===== src/rtl/gcd_req_sequencer.sv =====
// gcd_req_sequencer
//   Front-end for a subtractive GCD datapath/controller pair. Operand pairs
//   arrive over valid/ready and are buffered in a 2-entry FIFO. Each pair is
//   sent to the core as a start strobe with A on gcd_data, followed by B on
//   the next cycle. The sequencer then waits for done and returns the result
//   over valid/ready. Pairs containing a zero never reach the core, because a
//   subtractive core would never terminate on them. A watchdog aborts a core
//   that hangs and reports the result with out_err set.
//
// Ports
//   clk, rst_n             clock (rising edge), asynchronous active-low reset
//   in_valid/in_ready      operand pair handshake; in_ready = FIFO not full
//   in_a, in_b             operands
//   gcd_start, gcd_data    start strobe and serial operand bus to the core
//   gcd_done, gcd_result   done flag and A register from the core
//   out_valid/out_ready    result handshake
//   out_gcd, out_err       result value and timeout flag
module gcd_req_sequencer #(
  parameter int WIDTH   = 16,
  parameter int TIMEOUT = 1024
) (
  input  logic             clk,
  input  logic             rst_n,
  input  logic             in_valid,
  output logic             in_ready,
  input  logic [WIDTH-1:0] in_a,
  input  logic [WIDTH-1:0] in_b,
  output logic             gcd_start,
  output logic [WIDTH-1:0] gcd_data,
  input  logic             gcd_done,
  input  logic [WIDTH-1:0] gcd_result,
  output logic             out_valid,
  input  logic             out_ready,
  output logic [WIDTH-1:0] out_gcd,
  output logic             out_err
);

  localparam int WD_W = (TIMEOUT > 1) ? $clog2(TIMEOUT) : 1;

  typedef enum logic [2:0] {
    IDLE     = 3'd0,
    LOAD_A   = 3'd1,
    LOAD_B   = 3'd2,
    WAIT     = 3'd3,
    DONE_BYP = 3'd4,
    OUT      = 3'd5
  } state_t;

  state_t            state;
  logic [WIDTH-1:0]  fifo_a [2];
  logic [WIDTH-1:0]  fifo_b [2];
  logic              wr_ptr;
  logic              rd_ptr;
  logic [1:0]        count;
  logic [1:0]        count_nxt;
  logic [WIDTH-1:0]  op_a;
  logic [WIDTH-1:0]  op_b;
  logic [WD_W-1:0]   wdog;
  logic              push;
  logic              pop;
  logic [WIDTH-1:0]  head_a;
  logic [WIDTH-1:0]  head_b;

  assign push   = in_valid && in_ready;
  assign pop    = (state == IDLE) && (count != 2'd0);
  assign head_a = fifo_a[rd_ptr];
  assign head_b = fifo_b[rd_ptr];

  always_comb begin
    count_nxt = count;
    if (push && !pop) count_nxt = count + 2'd1;
    else if (pop && !push) count_nxt = count - 2'd1;
  end

  // Stage: pair FIFO (storage carries no reset; only pointers and count do)
  always_ff @(posedge clk) begin
    if (push) begin
      fifo_a[wr_ptr] <= in_a;
      fifo_b[wr_ptr] <= in_b;
    end
  end

  always_ff @(posedge clk or negedge rst_n) begin
    if (!rst_n) begin
      wr_ptr   <= 1'b0;
      rd_ptr   <= 1'b0;
      count    <= 2'd0;
      in_ready <= 1'b1;
    end else begin
      if (push) wr_ptr <= ~wr_ptr;
      if (pop)  rd_ptr <= ~rd_ptr;
      count    <= count_nxt;
      // Registered full flag; a push and a pop together cannot occur when full.
      in_ready <= (count_nxt != 2'd2);
    end
  end

  // Stage: operand latch for the transfer in flight
  always_ff @(posedge clk) begin
    if (pop) begin
      op_a <= head_a;
      op_b <= head_b;
    end
  end

  // Stage: transfer sequencer with registered core and result outputs
  always_ff @(posedge clk or negedge rst_n) begin
    if (!rst_n) begin
      state     <= IDLE;
      gcd_start <= 1'b0;
      gcd_data  <= '0;
      out_valid <= 1'b0;
      out_gcd   <= '0;
      out_err   <= 1'b0;
      wdog      <= '0;
    end else begin
      case (state)
        IDLE: begin
          if (count != 2'd0) begin
            if (head_a == '0 || head_b == '0) begin
              state <= DONE_BYP;
            end else begin
              state     <= LOAD_A;
              gcd_start <= 1'b1;
              gcd_data  <= head_a;
            end
          end
        end
        LOAD_A: begin
          gcd_start <= 1'b0;
          gcd_data  <= op_b;
          state     <= LOAD_B;
        end
        LOAD_B: begin
          wdog  <= '0;
          state <= WAIT;
        end
        WAIT: begin
          // Done wins over a timeout that lands on the same cycle.
          if (gcd_done) begin
            out_gcd   <= gcd_result;
            out_err   <= 1'b0;
            out_valid <= 1'b1;
            state     <= OUT;
          end else if (wdog == WD_W'(TIMEOUT - 1)) begin
            out_gcd   <= '0;
            out_err   <= 1'b1;
            out_valid <= 1'b1;
            state     <= OUT;
          end else begin
            wdog <= wdog + 1'b1;
          end
        end
        DONE_BYP: begin
          // gcd(x,0) = x and gcd(0,0) = 0, so OR gives the answer directly.
          out_gcd   <= op_a | op_b;
          out_err   <= 1'b0;
          out_valid <= 1'b1;
          state     <= OUT;
        end
        OUT: begin
          if (out_ready) begin
            out_valid <= 1'b0;
            state     <= IDLE;
          end
        end
        default: state <= IDLE;
      endcase
    end
  end

endmodule


===== config.mk =====
export PLATFORM = sky130hd
export DESIGN_NAME = gcd_req_sequencer
export DESIGN_NICKNAME = d
export VERILOG_FILES = /design/src/rtl/gcd_req_sequencer.sv
export SDC_FILE = /design/constraint.sdc
export NUM_CORES = 1
export LEC_CHECK = 0
export ABC_CLOCK_PERIOD_IN_PS = 4700
export BUFFER_PORTS_ARGS = -buffer_cell sky130_fd_sc_hd__buf_2
export CAP_MARGIN = 0
export CORE_ASPECT_RATIO = 1.4
export CORE_UTILIZATION = 51
export DETAILED_ROUTE_END_ITERATION = 8
export GPL_TIMING_DRIVEN = 1
export PLACE_DENSITY = 0.75
export SYNTH_ARGS = -nofsm -noshare
export SYNTH_HDL_FRONTEND = slang
export SYNTH_SLANG_ARGS = --single-unit
export TNS_END_PERCENT = 1

===== constraint.sdc =====
create_clock -name clk -period 4.7 [get_ports clk]
set_input_delay 0.47 -clock clk [delete_from_list [all_inputs] [get_ports clk]]
set_output_delay 0.47 -clock clk [all_outputs]
set_load 0.005 [all_outputs]

==> results of run 1 <==
==> worst max-delay path: cells and delay by family (launching register included) <==
kind	cells	cell delay, ps
DFF	1	1130
muxes	2	700
and+or+nand+nor	1	120
AOI/OAI and AO/OA	2	1150
==> flip-flops by register name (all words and copies together) (netlist names) <==
| signal | cells |
|---|---|
| count | 2 |
| fifo_a | 32 |
| fifo_b | 32 |
| gcd_data | 16 |
| gcd_start | 1 |
| in_ready | 1 |
| op_a | 16 |
| op_b | 16 |
| out_err | 1 |
| out_gcd | 16 |
| out_valid | 1 |
| rd_ptr | 1 |
| state | 3 |
| wdog | 10 |
| wr_ptr | 1 |
==> path summary, 6_finish.rpt <==
| kind | endpoint | cells after the start | startpoint |
|---|---|---|---|
| hold reg to reg | wdog[1] | 2 | wdog[1] |
| setup / recovery | gcd_data[6] | 5 | rd_ptr |
| max in group asynchronous | state[2] | 2 | rst_n |
| hold / removal | out_gcd[9] | 2 | rst_n |
| min in group clk | fifo_a[0][10] | 1 | in_a[10] |
| setup reg to reg | gcd_data[6] | 5 | rd_ptr |
==> where the power goes <==
group | internal (uW) | total (uW) | switching (uW)
combinational | 642 | 1420 | 775
sequential | 1900 | 2180 | 283
clock | 858 | 1360 | 507
==> stage by stage <==
stage	instances	setup WS (ps)	cell area, sq um	power (uW)
final	700	1480	7420	4960
after global routing	700	1310	7420	5250
after CTS	700	1480	7420	5000
after detailed placement	668	1470	6800	3620
after global placement	668	1580	6800	3550
after floorplan	447	1310	6210	3140
==> per-layer routing <==
layer  track usage (%)  vias to the layer above  routed length [microns]
met5                 0                        -                        0
met4              9.85                        0                      346
met3              4.77                       30                      609
met2              34.7                      133                     6320
met1              26.5                     1909                     5140
li1                  -                     1849                        -
==> cell families after synthesis <==
family	share of synthesized area, %
mux	10.6
buf+inv	2.99
compound gates	7.18
xor+xnor	0.989
fa+ha+maj	0.403
simple gates	9.95
flops	67.9
==> layout make-up <==
cell class / count / area (sq um)
sequential: 149 / 4210
clock buffer: 24 / 537
multi-input combinational: 253 / 1830
fill: 860 / 4400
timing repair buffer: 94 / 485
tap: 147 / 184
inverter: 25 / 93.8
clock inverter: 8 / 83.8
==> cell usage in the layout, fill, tap and decap left out, types with 2 or more instances in the layout <==
cell type and n:
clkbuf_16 21, buf_2 88, inv_1 25, or4_1 2, clkbuf_1 3, nand2b_1 2
nor2b_1 2, a21oi_1 7, nor3b_1 4, nor3_1 9, nand2_1 16, nor4_1 6
buf_4 6, o21ai_0 30, clkinv_4 4, and4_1 2, nand4_1 3, and2_1 2
nand3b_1 17, edfxtp_1 96, nor4_4 2, xnor2_1 6, ha_1 2, nand3_1 3
mux2_2 30, a21o_1 4, dfrtp_1 52, o211ai_1 4, and3_1 3, nor4b_1 2
mux2i_1 32, a31oi_1 17, a22oi_1 3, nor2_1 30
==> results.md, run 1 <==
- Status: finished clean
- Crit path launch type: register
- Top cells by count, synth: edfxtp_1, dfrtp_1, mux2i_1, nor2_1
- Most frequent cell after synthesis: edfxtp_1
- Post-synth EDFFs: between 90 and 100
- Routed WL per cell: between 15 and 20 microns
- Sequential area share after synthesis: around 68%
- Post-route DRC violation count: 0
- CTS Hold Bufs: 0
- Ranking of synthesized cells by area: edfxtp_1, dfrtp_1, mux2_2
- Peak Freq: a little over 300 MHz
- ANT nets after route: 0
- First-pass GRT wire length: 19.8 mm
- Drt first pass iters: 6
- Max Cap Violations: 0
- Root Buffer: clkbuf_16
- WHS: about 170 ps
- Crit path max fanout: 33
- Number of global-route vias before repair: between 3000 and 4000
- Syn_nets: 502
- RSZ-0062 raised after global routing: false
- Clock buffer depth: 2
- Fin crit period: between 3000 and 4000 ps
- Drt total wl: 12.4 mm
- Num CTS Buffers: 17
- Pwr dens: 669 nW/um^2
- Asr flop ratio synth: a little over a third
- DR iter-0 viols: approximately 310
- HPWL after DPL: about 8.6 mm
- Worst-path cell chain: mux2i_1, o211ai_1, nor4_4, a211oi_4, mux2_2
- IO Port Bufs: just under 90
- Crit-path max cell delay: approximately 1100 ps
- Number of setup violations in the final report: 0
- Postcts setup bufs: 0
- Mapped Cells: roughly 450
- Die W: 95.2 microns
- Synth Flop Type: edfxtp_1
- Final Wtd Congestion: roughly 0.91
- Total Nets Final: approximately 600
- H-Tree Depth: 4
- Max IR drop VDD: around 290 uV
- Leading area contributor after synthesis: edfxtp_1
- Skew final: roughly 8.8 ps
- Antenna violations before repair: 0
- Leak: ~0.0030 uW
- Count of pins over their slew limit: 0
- Die area: about 13000 sq um
- CTS tree: yes
- Slew headroom: a little over a fifth
- Syn_area_per_cell: between 10 and 15 sq um
- Largest net degree at the start of global routing: between 50 and 60
- Clock slew at reported path FFs: ~60 ps
- Hold Vio Cnt, Final: 0
- Worst setup EP type: register
- Synth Register Bits: 149
- Top-level I/O count: 89
- Post-synth top area share: between 40 and 50%
- Clk sinks: between 100 and 150
- Ys Warns: 0
- Total track usage: between 20% and 30%
- CP max stage cell: dfrtp_1
- Mapped cell area: 6200 sq um
- Slew @ Worst Pin: roughly 1200 ps
- Starting Density: approximately 52%
- Util after Layout: about 63%
- Critical path class: reg2reg
- Routed vias/inst: about 5.6
- Die Height: about 130 microns
- Setup_tns: 0 ps
- Setup slack, reg-to-reg: ~1500 ps
- # diodes: 0
- Worst skew pair latency: roughly 420 ps
- Critical Path RT: 5000 ps
- Share of layout cells above drive strength 1: approximately 29%
- Crit share post-route: around 68%
- Gates resized, CTS repair: 0
- Core Area: between 10000 and 15000 sq um
- Grt ovf: 0
- WP data arrival: ~3500 ps
- Layout area overhead: 19.7%
- Hold Path Class: in2async
- Rows: 47
- DR vias: slightly below 4000
- Cell variety after synth: 45
Power figures use the tool's default switching activity.
==> inputs of run 2 (changes only) <==
- ABC_AREA: not set -> 1
- ABC_CLOCK_PERIOD_IN_PS: 4700 -> 2770
- clock period: 4.7 -> 2.77 ns (I/O delays scaled with it)
==> run 2 against run 1 <==
  * Combinational power grew 83%
  * First-iteration DRC count is 4.9% lower
  * Sequential power grew 65%
  * Hold slack got worse by 130 ps
  * Clock power is 62% higher
  * Final area fell by 1.8%
  * Register-to-register slack got worse by 890 ps
  * Highest routed layer unchanged
  * Die area is 0.83% lower
  * Wire length down 0.27%
  * Sequential share of layout area up 1.1 points
  * Global-route usage increased by 0.12 points
  * Flip-flop and latch count did not move
==> results.md, run 2 <==
- Worst setup EP type: register
- Met2 usage: 35.1% (+0.37 points)
- Layout Cells excl Fill: 823 (+18%)
- Crit share post-route: 78.6% (+10 points)
- Grt peak-use layer: met2
- Leak: 0.00319 uW (+6.6%)
- Mapped Cells: 568 (+27%)
- Sequential Power Share: 42.8% (-1.2 points)
- Cell variety after synth: 30 (-33%)
- Peak Freq: 460 MHz (+48%)
- Status: finished clean
- Starting Density: 52.3% (-0.18 points)
- Number of global-route vias before repair: 4191 (+5.0%)
- Critical Path RT: 3100 ps (-1900 ps)
- Core Area: 11800 sq um (-0.50%)
- Drt total wl: 12.4 mm (-0.27%)
- Die area: 12500 sq um (-0.83%)
- Placed instance area: 6700 sq um (-1.5%)
- Crit path max fanout: 33 (unchanged)
- R2r worst-path depth: 10 (+5)
- Top cells by count, synth: nand2_1, edfxtp_1, nor2_1, dfrtp_1, nand3_1
- Hold Path Class: in2reg
- Die Height: 132 microns (-0.42%)
- Pint: 5510 uW (+62%)
- Total track usage: 21.3% (+0.12 points)
- Hold Vio Cnt, Final: 0 (unchanged)
- Commonest non-fill, non-tap cell in the layout: nand2_1
- Total Nets Final: 718 (+21%)
- Final setup margin: 594 ps (-888 ps)
- Sw Ratio: 34.3% (+2.8 points)
- Largest net degree at the start of global routing: 34 (-37%)
- Most frequent cells in the layout: nand2_1, edfxtp_1, buf_2, nor2_1, dfrtp_1
- ANT nets after route: 0 (unchanged)
- Met1 usage: 26.6% (+0.070 points)
- Post-placement setup slack: 613 ps (-861 ps)
- Slew @ Worst Pin: 1020 ps (-166 ps)
- Syn_area_per_cell: 10.8 sq um (-22%)
- Clock buffer depth: 2 (unchanged)
- Setup_tns: 0 ps (unchanged)
- Routed WL per cell: 15.0 microns (-15%)
- Post-synth EDFFs: 96 (unchanged)
- Ys Warns: 0 (unchanged)
- Top-level I/O count: 89 (unchanged)
- Util after Layout: 62.0% (-0.85 points)
- Worst skew pair latency: 420 ps (about the same)
- Layout area overhead: 18.5%
- R2R Path Start: state[1]
- Gates resized, CTS repair: 0 (unchanged)
- Final Wtd Congestion: 0.792 (-13%)
- DR iter-0 viols: 290 (-4.9%)
- Post-synth top area share: 46.9% (+0.40 points)
- Pwr dens: 1150 nW/um^2 (+72%)
- DR vias: 4374 (+12%)
- Synth Flop Type: edfxtp_1
- Crit Reg-Reg Endpoint: out_gcd[1]
- Combinational share of power: 30.9% (+2.4 points)
- Antenna violations before repair: 0 (unchanged)
- Skew final: 6.63 ps (-2.15 ps)
- Asr flop ratio synth: 35.6% (unchanged)
- H-Tree Depth: 4 (unchanged)
- Rows: 47 (unchanged)
- Max IR drop VDD: 468 uV (+63%)
- Grt ovf: 0 (unchanged)
- Crit path launch type: register
- Max Cap Violations: 0 (unchanged)
- Number of setup violations in the final report: 0 (unchanged)
- WHS Path Cells: 1
- Root Buffer: clkbuf_16
- Setup slack, reg-to-reg: 590 ps (-890 ps)
- Share of layout cells above drive strength 1: 22.0% (-6.7 points)
- Fin crit period: 2180 ps (-1040 ps)
- WP data arrival: 2510 ps (-1010 ps)
- Global routing usage on met3: 5.48% (+0.71 points)
- Hold Path Origin: in_a[12]
- HPWL after DPL: 8.64 mm (+1.0%)
- Count of pins over their slew limit: 0 (unchanged)
- Post-route DRC violation count: 0 (unchanged)
- Drt first pass iters: 5 (-1)
- Hold EP: fifo_a[0][12]
- CTS Hold Bufs: 1 (+1)
- Slew headroom: 32.1% (+11 points)
- Sequential area share after synthesis: 68.5% (+0.58 points)
- Post-Layout Inst Area: 7290 sq um (-1.8%)
- # diodes: 0 (unchanged)
- CTS tree: yes
- First-pass GRT wire length: 20.1 mm (+1.6%)
- Die W: 94.8 microns (-0.41%)
- Top Registers: fifo_a: 32 flops, fifo_b: 32 flops
- # placed instances: 790 (+18%)
- Num CTS Buffers: 17 (unchanged)
- Postcts setup bufs: 0 (unchanged)
- Most frequent cell after synthesis: nand2_1
- Critical path class: reg2reg
- Mapped cell area: 6150 sq um (-0.85%)
- IO Port Bufs: 88 (unchanged)
- Syn_nets: 623 (+24%)
- Clock slew at reported path FFs: 60 ps (about the same)
- RSZ-0062 raised after global routing: false
- Leading area contributor after synthesis: edfxtp_1
- Clk pwr share: 26.2% (-1.3 points)
- Sw Pwr: 2880 uW (+84%)
- Clk sinks: 149 (unchanged)
- Ranking of synthesized cells by area: edfxtp_1, dfrtp_1, nand2_1
- Routed vias/inst: 5.31 (-5.1%)
- Synth Register Bits: 149 (unchanged)
-- run 2: cell count changes in the layout (fill, tap and decap cells not counted), moves of 13 or more --
cell,change
nand2_1,+147
mux2_2,-29
a31oi_1,+15
nand2_2,+13
nand3b_1,-17
nand3_1,+43
nor2_1,+32
mux2i_1,-32
-- run 2: cells by family after synthesis --
group                    Yosys count  share of synthesized area [%]
AO/OA/AOI/OAI                     65                           6.02
adder cells (fa/ha/maj)            2                          0.407
multiplexers                       1                          0.183
buffers and inverters             50                           4.17
XOR/XNOR                           4                          0.570
AND/OR/NAND/NOR                  297                           20.2
flip-flops                       149                           68.5
-- run 2: layout make-up --
type,instances,area [sq um]
sequential,149,4210
timing repair buffer,98,518
clock inverter,7,68.8
clock buffer,25,508
inverter,28,108
fill,938,4470
tap,147,184
multi-input combinational,369,1690
-- run 2: worst max-delay path, cell delays in order (launching register included) --
cell and delay (ps):
dfrtp_1 370, inv_1 90, nand2_1 120, nor2_4 310, clkinv_1 110, buf_4 210, nand2_1 130, nand2_1 100
inv_2 370, nor2_1 80, a31oi_1 180
-- run 2: power by group through the flow --
stage,clock (uW),combinational (uW),sequential (uW)
final,2200,2600,3590
after global routing,2330,2940,3670
after CTS,2220,2600,3600
after detailed placement,0,2570,3630
after global placement,0,2460,3610
after floorplan,0,1840,3570
-- run 2: worst max-delay path by stage --
| stage | from | endpoint | slack [ps] | cells past startpoint |
|---|---|---|---|---|
| CTS | state[1] | out_gcd[1] | 570 | 10 |
| global route | state[1] | out_gcd[1] | 340 | 10 |
| detailed placement | state[1] | out_gcd[2] | 610 | 10 |
| floorplan | in_ready | fifo_a[0][0] | 350 | 2 |
| finish | state[1] | out_gcd[1] | 590 | 10 |
| global placement | state[1] | out_gcd[13] | 710 | 10 |
-- run 2: stage by stage --
| stage | total power (uW) | hold slack [ps] |
|---|---|---|
| after floorplan | 5410 | -18.6 |
| after global placement | 6060 | 300 |
| after detailed placement | 6200 | 317 |
| after CTS | 8420 | 35.4 |
| after global routing | 8930 | 37.8 |
| final | 8390 | 46.9 |
-- run 2: layer usage --
metal  wire length (microns)  vias up
li1                        -     2124
met5                       0        -
met4                     197        0
met1                    5160     2067
met2                    6290      162
met3                     730       21
